[config.mk]
export PLATFORM = sky130hd
export DESIGN_NAME = lut_mult_accum
export DESIGN_NICKNAME = d
export VERILOG_FILES = /design/src/rtl/lut_mult_accum.sv
export SDC_FILE = /design/constraint.sdc
export NUM_CORES = 1
export LEC_CHECK = 0
export ABC_AREA = 1
export BUFFER_PORTS_ARGS = -buffer_cell sky130_fd_sc_hd__buf_4
export CAP_MARGIN = 20
export CORE_ASPECT_RATIO = 1.1
export CORE_MARGIN = 3
export CORE_UTILIZATION = 40
export CTS_CLUSTER_DIAMETER = 50
export CTS_CLUSTER_SIZE = 40
export DETAILED_ROUTE_END_ITERATION = 8
export GPL_ROUTABILITY_DRIVEN = 0
export SLEW_MARGIN = 10
export SYNTH_ARGS = -nofsm -noshare
export SYNTH_HDL_FRONTEND = slang
export SYNTH_SLANG_ARGS = --single-unit
[constraint.sdc]
create_clock -name clk -period 1.8 [get_ports clk]
set_input_delay 0.09 -clock clk [delete_from_list [all_inputs] [get_ports clk]]
set_output_delay 0.09 -clock clk [all_outputs]
set_load 0.01 [all_outputs]
[src/rtl/lut_mult_accum.sv]
// Accumulates ACC_LEN signed 16-bit products into an ACC_W-bit sum and emits it over valid/ready.
// Define LUT_MULT_ACCUM_SKID_EN to keep accumulating the next batch while a finished sum waits.
`timescale 1ns/1ps
module lut_mult_accum #(
    parameter int ACC_LEN = 8,
    parameter int ACC_W   = 24
) (
    input  logic             clk,
    input  logic             rst_n,
    input  logic             clear_i,
    input  logic [15:0]      prod_i,
    input  logic             prod_valid_i,
    output logic             prod_ready_o,
    output logic [ACC_W-1:0] sum_o,
    output logic             sum_valid_o,
    input  logic             sum_ready_i,
    output logic             ovf_o,
    output logic [7:0]       cnt_o
);
    typedef enum logic {
        ACCUM = 1'b0,
        HOLD  = 1'b1
    } state_e;

    localparam logic [7:0] LAST_CNT = 8'(ACC_LEN - 1);

    state_e           state_q, state_d;
    logic [ACC_W-1:0] acc_q, acc_d;
    logic [ACC_W-1:0] sum_q, sum_d;
    logic [7:0]       cnt_q, cnt_d;
    logic             flag_q, flag_d;
    logic             ovf_q, ovf_d;
    logic             sum_valid_q, sum_valid_d;

    logic [ACC_W-1:0] prod_ext;
    logic [ACC_W-1:0] add_res;
    logic             add_ovf;
    logic             is_last;
    logic             prod_accept;
    logic             sum_accept;

    always_comb begin
        prod_ext   = {{(ACC_W-16){prod_i[15]}}, prod_i};
        add_res    = acc_q + prod_ext;
        // Signed overflow: operands agree in sign but the wrapped result does not.
        add_ovf    = (acc_q[ACC_W-1] == prod_i[15]) && (add_res[ACC_W-1] != acc_q[ACC_W-1]);
        is_last    = (cnt_q == LAST_CNT);
        sum_accept = sum_valid_q && sum_ready_i;
`ifdef LUT_MULT_ACCUM_SKID_EN
        // In HOLD only the closing product must wait, unless the held sum leaves this cycle.
        prod_ready_o = !clear_i && ((state_q == ACCUM) || !is_last || sum_ready_i);
`else
        prod_ready_o = !clear_i && (state_q == ACCUM);
`endif
        prod_accept = prod_valid_i && prod_ready_o;
    end

    always_comb begin
        // NOTE: every _d starts from its _q so no branch can leave a latch behind.
        state_d     = state_q;
        acc_d       = acc_q;
        sum_d       = sum_q;
        cnt_d       = cnt_q;
        flag_d      = flag_q;
        ovf_d       = ovf_q;
        sum_valid_d = sum_valid_q;

        if ((state_q == HOLD) && sum_accept) begin
            sum_valid_d = 1'b0;
            state_d     = ACCUM;
        end

        // Evaluated after the output release so a same-cycle closing product re-arms sum_valid.
        if (clear_i) begin
            acc_d  = '0;
            cnt_d  = '0;
            flag_d = 1'b0;
        end else if (prod_accept) begin
            if (is_last) begin
                sum_d       = add_res;
                ovf_d       = flag_q | add_ovf;
                sum_valid_d = 1'b1;
                acc_d       = '0;
                cnt_d       = '0;
                flag_d      = 1'b0;
                state_d     = HOLD;
            end else begin
                acc_d  = add_res;
                cnt_d  = cnt_q + 8'd1;
                flag_d = flag_q | add_ovf;
            end
        end
    end

    // NOTE: state uses non-blocking assignments so every flop samples pre-edge values.
    always_ff @(posedge clk) begin
        if (!rst_n) begin
            state_q     <= ACCUM;
            acc_q       <= '0;
            sum_q       <= '0;
            cnt_q       <= '0;
            flag_q      <= 1'b0;
            ovf_q       <= 1'b0;
            sum_valid_q <= 1'b0;
        end else begin
            state_q     <= state_d;
            acc_q       <= acc_d;
            sum_q       <= sum_d;
            cnt_q       <= cnt_d;
            flag_q      <= flag_d;
            ovf_q       <= ovf_d;
            sum_valid_q <= sum_valid_d;
        end
    end

    assign sum_o       = sum_q;
    assign sum_valid_o = sum_valid_q;
    assign ovf_o       = ovf_q;
    assign cnt_o       = cnt_q;

endmodule

==> qor.json, run 1 <==
{
  "cp.required": {"value": 2.05, "unit": "ns"},
  "setup_slack": {"value": 0.0124, "unit": "ns"},
  "worstSetupEndpointType": {"value": "flop"},
  "postSynthCellCount": {"value": 653},
  "setup_skew_after_layout": {"value": 0.00841, "unit": "ns"},
  "status": {"value": "finished, final reports clean"},
  "avgViaCountPerCell": {"value": 4.99},
  "synthToLayoutAreaGrowth": {"value": 47.7, "unit": "%"},
  "maxSlewViolCount": {"value": 0},
  "placedCellCount": {"value": 862},
  "number_of_synthesized_flops_with_an_enable_pin": {"value": 0},
  "yosysWarnings": {"value": 0},
  "p_per_area": {"value": 570, "unit": "nW/µm²"},
  "dp_slack": {"value": -0.164, "unit": "ns"},
  "cts_htree_levels": {"value": 3},
  "fin_hold_viols": {"value": 0},
  "final_setup_violation_count": {"value": 0},
  "design.final.nets": {"value": 816},
  "fraction_of_layout_cells_with_a_size_suffix_above_1": {"value": 35.9, "unit": "%"},
  "die_width": {"value": 101, "unit": "µm"},
  "antenna_found_initial": {"value": 0},
  "synth-main-ff-cell": {"value": "sky130_fd_sc_hd__dfxtp_1"},
  "asyncSetResetFlopFracSynth": {"value": 0, "unit": "%"},
  "synth.distinct_cells": {"value": 33},
  "post_drt_antenna_nets": {"value": 0},
  "grtUsageTotal": {"value": 22.1, "unit": "%"},
  "average_cell_area_after_synthesis": {"value": 6.08, "unit": "µm²"},
  "max_slew.worst_pin.slew": {"value": 0.321, "unit": "ns"},
  "clockRootBuffer": {"value": "sky130_fd_sc_hd__clkbuf_8"},
  "p_total": {"value": 0.00334, "unit": "W"},
  "floorplan.die_area": {"value": 11200, "unit": "µm²"},
  "setup.worst_path.class": {"value": "reg2reg"},
  "final-instance-count-excl-fill": {"value": 892},
  "cts_tree": {"value": "done"},
  "timing.slew.headroom": {"value": 78.6, "unit": "%"},
  "gr-total-overflow": {"value": 0},
  "number_of_vias_after_detailed_routing": {"value": 4452},
  "cp_data_arrival_time": {"value": 2.04, "unit": "ns"},
  "p_leak": {"value": 2.94, "unit": "nW"},
  "timing.critical_path.fanout_max": {"value": 4},
  "die_h": {"value": 111, "unit": "µm"},
  "final_clock_period_utilization_by_the_worst_path": {"value": 99.3, "unit": "%"},
  "portBuffers": {"value": 55},
  "mostFrequentLayoutCell": {"value": "sky130_fd_sc_hd__nand2_1"},
  "fmaxAchievable": {"value": 559, "unit": "MHz"},
  "drt-initial-drc-count": {"value": 224},
  "start_util": {"value": 41.7, "unit": "%"},
  "worstSkewPairLatency": {"value": 0.35, "unit": "ns"},
  "final_period_minus_worst_setup_slack": {"value": 1.79, "unit": "ns"},
  "wirelength": {"value": 12700, "unit": "µm"},
  "number_of_antenna_diodes": {"value": 0},
  "maximum_resistive_drop_on_vdd": {"value": 0.000463, "unit": "V"},
  "number_of_buffers_created_by_cts": {"value": 9},
  "drv_cap": {"value": 0},
  "maximum_number_of_pins_on_one_net_before_global_route_repair": {"value": 22},
  "start_kind": {"value": "flop"},
  "syn_nets": {"value": 699},
  "ys_ff_latch": {"value": 60},
  "timing.setup.tns": {"value": 0, "unit": "ns"},
  "worst_setup_hold_path_clk_slew": {"value": 0.07, "unit": "ns"},
  "firstDrtPassIters": {"value": 5},
  "route.detailed.wl_per_inst": {"value": 14.3, "unit": "µm"},
  "boundaryPins": {"value": 56},
  "setup_repair_after_global_routing_missed_its_margin": {"value": "true"},
  "hold_class": {"value": "in2reg"},
  "cts_sinks": {"value": 60},
  "cts.path.max_buffers": {"value": 2},
  "wire_length_of_the_first_global_routing_pass": {"value": 19800, "unit": "µm"},
  "row_count": {"value": 37},
  "remaining_drc_errors": {"value": 0},
  "dp_hpwl": {"value": 9020, "unit": "µm"},
  "yosysSeqAreaShare": {"value": 30.2, "unit": "%"},
  "first_global_vias": {"value": 4271},
  "synthesis.area": {"value": 3970, "unit": "µm²"},
  "fp.coreArea": {"value": 9540, "unit": "µm²"},
  "finalCoreUtilization": {"value": 61.5, "unit": "%"},
  "mostFrequentLayoutCells": {"value": "sky130_fd_sc_hd__nand2_1 (186), sky130_fd_sc_hd__buf_4 (115), sky130_fd_sc_hd__inv_1 (98)"}
}
[final cells by class]
| cell class | count | area [µm²] |
|---|---|---|
| multi-input combinational | 473 | 2960 |
| sequential | 60 | 1230 |
| inverter | 106 | 402 |
| fill | 874 | 3670 |
| clock buffer | 11 | 151 |
| clock inverter | 5 | 58.8 |
| timing repair buffer | 120 | 918 |
| tap | 117 | 146 |
[registers in the layout, indices dropped and copies added (netlist names)]
name,flops
state_q,1
sum_valid_o,1
cnt_o,8
flag_q,1
acc_q,24
ovf_o,1
sum_o,24
[what timing repair did]
item,4_1_cts,5_1_grt
endpoints found under the setup margin,31,43
resized for setup,43,115
hold buffers,1,0
pin swaps,7,39
gates cloned,0,0
endpoints found under the hold margin,2,0
setup buffers,0,13
[report_power, final]
part           total (W)  switching [W]  internal, W
Clock            0.00130       0.000585     0.000717
Sequential       0.00136      0.0000155      0.00134
Combinational   0.000683       0.000377     0.000306
[synth_stat cells, types with 2 or more instances]
| cell | count | area share [%] |
|---|---|---|
| sky130_fd_sc_hd__nand3_1 | 34 | 4.3 |
| sky130_fd_sc_hd__nand4_1 | 7 | 1.1 |
| sky130_fd_sc_hd__buf_2 | 3 | 0.38 |
| sky130_fd_sc_hd__nand2_1 | 226 | 21 |
| sky130_fd_sc_hd__dfxtp_1 | 60 | 30 |
| sky130_fd_sc_hd__o21ai_0 | 14 | 1.8 |
| sky130_fd_sc_hd__a21o_1 | 2 | 0.38 |
| sky130_fd_sc_hd__xnor2_1 | 2 | 0.44 |
| sky130_fd_sc_hd__nor3_1 | 6 | 0.76 |
| sky130_fd_sc_hd__buf_4 | 5 | 0.94 |
| sky130_fd_sc_hd__nand2_2 | 2 | 0.31 |
| sky130_fd_sc_hd__o21ai_1 | 4 | 0.50 |
| sky130_fd_sc_hd__nand3b_1 | 5 | 0.94 |
| sky130_fd_sc_hd__inv_1 | 102 | 9.6 |
| sky130_fd_sc_hd__nor2_2 | 6 | 0.94 |
| sky130_fd_sc_hd__nor2_1 | 78 | 7.4 |
| sky130_fd_sc_hd__inv_2 | 4 | 0.38 |
| sky130_fd_sc_hd__clkbuf_1 | 2 | 0.19 |
| sky130_fd_sc_hd__a2bb2oi_1 | 2 | 0.44 |
| sky130_fd_sc_hd__a21oi_1 | 44 | 5.5 |
| sky130_fd_sc_hd__buf_1 | 3 | 0.28 |
| sky130_fd_sc_hd__xor2_1 | 8 | 1.8 |
| sky130_fd_sc_hd__ha_1 | 24 | 7.6 |
[worst max-delay path: stages (launching register included)]
cell and delay (ns):
sky130_fd_sc_hd__dfxtp_2 0.33, sky130_fd_sc_hd__ha_4 0.23, sky130_fd_sc_hd__nand2_1 0.09, sky130_fd_sc_hd__nand2_2 0.09, sky130_fd_sc_hd__a21oi_2 0.20, sky130_fd_sc_hd__nand2_4 0.10
sky130_fd_sc_hd__nand2_1 0.08, sky130_fd_sc_hd__nand2_2 0.07, sky130_fd_sc_hd__xor2_2 0.19, sky130_fd_sc_hd__buf_4 0.14, sky130_fd_sc_hd__o21ai_1 0.11, sky130_fd_sc_hd__inv_1 0.05
[worst paths after layout]
path                                             start                     end  slack, ns  cells past startpoint
worst max-delay path             acc_q[4]$_SDFFE_PP0P_  sum_o[15]$_SDFFE_PN0P_       0.01                     11
worst max register to register   acc_q[4]$_SDFFE_PP0P_  sum_o[15]$_SDFFE_PN0P_       0.01                     11
worst min-delay path                           clear_i   cnt_o[2]$_SDFFE_PP0P_       0.02                      4
worst min register to register  acc_q[13]$_SDFFE_PP0P_  acc_q[13]$_SDFFE_PP0P_       0.48                      2
[cells by family after synthesis]
family / count (synthesis) / share of synthesized area, %
and+or+nand+nor: 368 / 38.0
buffers and inverters: 120 / 12.1
AOI/OAI and AO/OA: 70 / 9.39
DFF: 60 / 30.2
adders and majority gates: 25 / 8.06
xor gates and xnor gates: 10 / 2.20
[per-layer routing]
layer,track usage (%),wire length (µm),vias to the layer above
li1,-,-,2253
met1,27.9,5440,2046
met2,36.9,6300,124
met3,3.92,596,29
met4,8.42,384,0
met5,0,0,-
[metrics by stage]
| step | area [µm²] | hold slack (ns) |
|---|---|---|
| 2_1_floorplan | 3970 | 0.215 |
| 3_3_place_gp | 4830 | 0.368 |
| 3_5_place_dp | 4830 | 0.376 |
| 4_1_cts | 5320 | 0.00454 |
| 5_1_grt | 5870 | 0.0211 |
| 6_report | 5870 | 0.0191 |
(Power assumes the default switching activity.)
==> inputs of run 2 (changes only) <==
==> constraint.sdc (replaced) <==
create_clock -name clk -period 1.6 [get_ports clk]
set_input_delay 0.08 -clock clk [delete_from_list [all_inputs] [get_ports clk]]
set_output_delay 0.08 -clock clk [all_outputs]
set_load 0.01 [all_outputs]
==> qor.json, run 2 (synthesis results as in run 1) <==
{
  "status": {"value": "finished with violations", "change": "was finished, final reports clean"},
  "violations": {"value": "negative setup slack"},
  "first_global_vias": {"value": 4435, "change": "was 4,271"},
  "drt-initial-drc-count": {"value": 172, "change": "was 224"},
  "final_period_minus_worst_setup_slack": {"value": 1.86, "unit": "ns", "change": "was 1.79 ns"},
  "cts_htree_levels": {"value": 3, "change": "unchanged"},
  "setup_slack": {"value": -0.262, "unit": "ns", "change": "was 0.0124 ns"},
  "cts_sinks": {"value": 60, "change": "unchanged"},
  "finalCoreUtilization": {"value": 69.2, "unit": "%", "change": "was 61.5%"},
  "p_per_area": {"value": 614, "unit": "nW/µm²", "change": "was 570 nW/µm²"},
  "critPathMaxStageDelay": {"value": 0.37, "unit": "ns", "change": "was 0.33 ns"},
  "worstSkewPairLatency": {"value": 0.35, "unit": "ns", "change": "about the same"},
  "fraction_of_layout_cells_with_a_size_suffix_above_1": {"value": 48.5, "unit": "%", "change": "was 35.9%"},
  "cp_num_buf_inv": {"value": 2, "change": "unchanged"},
  "avgViaCountPerCell": {"value": 5.09, "change": "was 4.99"},
  "min-delay-start": {"value": "clear_i", "change": "unchanged"},
  "setup_skew_after_layout": {"value": 0.0126, "unit": "ns", "change": "was 0.00841 ns"},
  "setup.worst_path.class": {"value": "reg2reg", "change": "unchanged"},
  "worst_setup_hold_path_clk_slew": {"value": 0.09, "unit": "ns", "change": "was 0.07 ns"},
  "r2r_setup_slack": {"value": -0.26, "unit": "ns", "change": "was 0.01 ns"},
  "design_area": {"value": 6600, "unit": "µm²", "change": "was 5870 µm²"},
  "firstDrtPassIters": {"value": 5, "change": "unchanged"},
  "synthToLayoutAreaGrowth": {"value": 66.2, "unit": "%", "change": "was 47.7%"},
  "cts_tree": {"value": "done", "change": "unchanged"},
  "setup_repair_after_global_routing_missed_its_margin": {"value": "true", "change": "unchanged"},
  "maxSlewViolCount": {"value": 0, "change": "unchanged"},
  "cts.path.max_buffers": {"value": 2, "change": "unchanged"},
  "maximum_number_of_pins_on_one_net_before_global_route_repair": {"value": 26, "change": "was 22"},
  "min_path_cells": {"value": 4, "change": "unchanged"},
  "fmaxAchievable": {"value": 537, "unit": "MHz", "change": "was 559 MHz"},
  "r2r_end": {"value": "acc_q[4]$_SDFFE_PP0P_", "change": "was sum_o[15]$_SDFFE_PN0P_"},
  "p_leak": {"value": 3.22, "unit": "nW", "change": "was 2.94 nW"},
  "cp_slowest_cell": {"value": "sky130_fd_sc_hd__fa_2", "change": "was sky130_fd_sc_hd__dfxtp_2"},
  "remaining_drc_errors": {"value": 0, "change": "unchanged"},
  "drv_cap": {"value": 0, "change": "unchanged"},
  "maximum_resistive_drop_on_vdd": {"value": 0.000575, "unit": "V", "change": "was 0.000463 V"},
  "cp_data_arrival_time": {"value": 2.10, "unit": "ns", "change": "was 2.04 ns"},
  "design.final.nets": {"value": 837, "change": "was 816"},
  "route.detailed.wl_per_inst": {"value": 15.4, "unit": "µm", "change": "was 14.3 µm"},
  "reg2reg_depth": {"value": 9, "change": "was 11"},
  "number_of_vias_after_detailed_routing": {"value": 4651, "change": "was 4,452"},
  "fp.coreArea": {"value": 9540, "unit": "µm²", "change": "unchanged"},
  "final_clock_period_utilization_by_the_worst_path": {"value": 116, "unit": "%", "change": "was 99.3%"},
  "hold_class": {"value": "in2reg", "change": "unchanged"},
  "beginning_of_the_worst_register_to_register_path": {"value": "acc_q[0]$_SDFFE_PP0P_", "change": "was acc_q[4]$_SDFFE_PP0P_"},
  "gr-total-overflow": {"value": 0, "change": "unchanged"},
  "max_slew.worst_pin.slew": {"value": 0.366, "unit": "ns", "change": "was 0.321 ns"},
  "fin_hold_viols": {"value": 0, "change": "unchanged"},
  "portBuffers": {"value": 55, "change": "unchanged"},
  "hold_slack": {"value": 0.0133, "unit": "ns", "change": "was 0.0191 ns"},
  "crit_path_cell_trace": {"value": "ha_4, fa_2, nand3_2, nand3_4, buf_4, buf_6, xnor2_4, a2bb2oi_2, nor2_1", "change": "was ha_4, nand2_1, nand2_2, a21oi_2, nand2_4, nand2_1, nand2_2, xor2_2, buf_4, o21ai_1, inv_1"},
  "row_count": {"value": 37, "change": "unchanged"},
  "grtUsageTotal": {"value": 23.4, "unit": "%", "change": "was 22.1%"},
  "p_total": {"value": 0.00405, "unit": "W", "change": "was 0.00334 W"},
  "post_drt_antenna_nets": {"value": 0, "change": "unchanged"},
  "cp.required": {"value": 1.84, "unit": "ns", "change": "was 2.05 ns"},
  "wirelength": {"value": 14000, "unit": "µm", "change": "was 12,700 µm"},
  "number_of_buffers_created_by_cts": {"value": 9, "change": "unchanged"},
  "final_setup_violation_count": {"value": 42, "change": "was 0"},
  "timing.critical_path.fanout_max": {"value": 4, "change": "unchanged"},
  "clockRootBuffer": {"value": "sky130_fd_sc_hd__clkbuf_8", "change": "unchanged"},
  "timing.setup.tns": {"value": -6.06, "unit": "ns", "change": "was 0 ns"},
  "timing.slew.headroom": {"value": 75.5, "unit": "%", "change": "was 78.6%"},
  "die_width": {"value": 101, "unit": "µm", "change": "unchanged"},
  "worstSetupEndpointType": {"value": "flop", "change": "unchanged"},
  "mostFrequentLayoutCell": {"value": "sky130_fd_sc_hd__nand2_1", "change": "unchanged"},
  "dp_hpwl": {"value": 9020, "unit": "µm", "change": "about the same"},
  "placed_cell_area": {"value": 4950, "unit": "µm²", "change": "was 4830 µm²"},
  "antenna_found_initial": {"value": 0, "change": "unchanged"},
  "crit_family": {"value": "adder cells", "change": "was simple AND/OR/NAND/NOR gates"},
  "floorplan.die_area": {"value": 11200, "unit": "µm²", "change": "unchanged"},
  "boundaryPins": {"value": 56, "change": "unchanged"},
  "start_util": {"value": 41.7, "unit": "%", "change": "unchanged"},
  "timing.hold.worst_endpoint": {"value": "cnt_o[2]$_SDFFE_PP0P_", "change": "unchanged"},
  "die_h": {"value": 111, "unit": "µm", "change": "unchanged"},
  "mostFrequentLayoutCells": {"value": "sky130_fd_sc_hd__nand2_1 (153), sky130_fd_sc_hd__buf_4 (122), sky130_fd_sc_hd__inv_1 (85)", "change": "was sky130_fd_sc_hd__nand2_1 (186), sky130_fd_sc_hd__buf_4 (115), sky130_fd_sc_hd__inv_1 (98)"},
  "start_kind": {"value": "flop", "change": "unchanged"},
  "number_of_antenna_diodes": {"value": 0, "change": "unchanged"},
  "wire_length_of_the_first_global_routing_pass": {"value": 21100, "unit": "µm", "change": "was 19,800 µm"}
}
-- run 2: cell types whose count changed in the layout (fill, tap and decap cells not counted), moves of 6 or more --
cell                      delta
sky130_fd_sc_hd__nor2_1      -8
sky130_fd_sc_hd__buf_6      +11
sky130_fd_sc_hd__nand2_1    -33
sky130_fd_sc_hd__dfxtp_1     -6
sky130_fd_sc_hd__nand2_4    +11
sky130_fd_sc_hd__nand3_1     -9
sky130_fd_sc_hd__inv_1      -13
sky130_fd_sc_hd__nand2_2    +20
sky130_fd_sc_hd__nor2_4      +7
sky130_fd_sc_hd__buf_4       +7
sky130_fd_sc_hd__inv_2      +11
sky130_fd_sc_hd__dfxtp_2     +6
sky130_fd_sc_hd__a21oi_1     -6
-- run 2: timing repair --
item,in CTS,in global routing
pin swaps,45,63
cloned,0,1
setup buffers,7,17
hold buffers,1,0
gates resized for setup,147,142
hold endpoints to repair,2,0
endpoints found under the setup margin,46,51
-- run 2: power by group --
part           internal, W  switching (W)
clock             0.000885       0.000725
combinational     0.000409       0.000508
sequential         0.00151      0.0000170
total              0.00280        0.00125
-- run 2: worst register-to-register path, stage by stage (launching register included) --
cell and delay, ns:
sky130_fd_sc_hd__dfxtp_2 0.34, sky130_fd_sc_hd__ha_4 0.16, sky130_fd_sc_hd__fa_2 0.37, sky130_fd_sc_hd__nand3_2 0.10
sky130_fd_sc_hd__nand3_4 0.12, sky130_fd_sc_hd__buf_4 0.17, sky130_fd_sc_hd__buf_6 0.12, sky130_fd_sc_hd__xnor2_4 0.17
sky130_fd_sc_hd__a2bb2oi_2 0.16, sky130_fd_sc_hd__nor2_1 0.05
-- run 2: stage by stage --
step | worst slack, ns | cells
final | -0.262 | 913
after global routing | -0.320 | 913
after CTS | -0.269 | 896
after detailed placement | -0.327 | 873
after global placement | -0.323 | 873
after floorplan | -0.0276 | 653
-- run 2: how the worst max path moves through the flow --
stage                                     start                endpoint  slack (ns)  cells past startpoint
after floorplan           acc_q[0]$_SDFFE_PP0P_  sum_o[12]$_SDFFE_PN0P_       -0.03                     12
after global placement    acc_q[0]$_SDFFE_PP0P_  sum_o[12]$_SDFFE_PN0P_       -0.32                     12
after detailed placement  acc_q[0]$_SDFFE_PP0P_  sum_o[14]$_SDFFE_PN0P_       -0.33                     11
after CTS                 acc_q[0]$_SDFFE_PP0P_  sum_o[14]$_SDFFE_PN0P_       -0.27                     12
after global routing      acc_q[0]$_SDFFE_PP0P_  sum_o[14]$_SDFFE_PN0P_       -0.32                     12
final                     acc_q[0]$_SDFFE_PP0P_   acc_q[4]$_SDFFE_PP0P_       -0.26                      9
-- run 2: per-layer routing --
layer,global-route usage [%],vias to the layer above,share of wire (%)
met5,0,-,0
met4,8.95,0,4.1
met3,4.23,46,5.4
met2,39.2,143,50
met1,29.5,2165,41
li1,-,2297,-
-- run 2: final cells by class --
cell class	count	area [µm²]
sequential	60	1240
inverter	106	407
tap	117	146
clock buffer	9	124
clock inverter	7	98.8
multi-input combinational	473	3430
timing repair buffer	141	1160
fill	747	2930
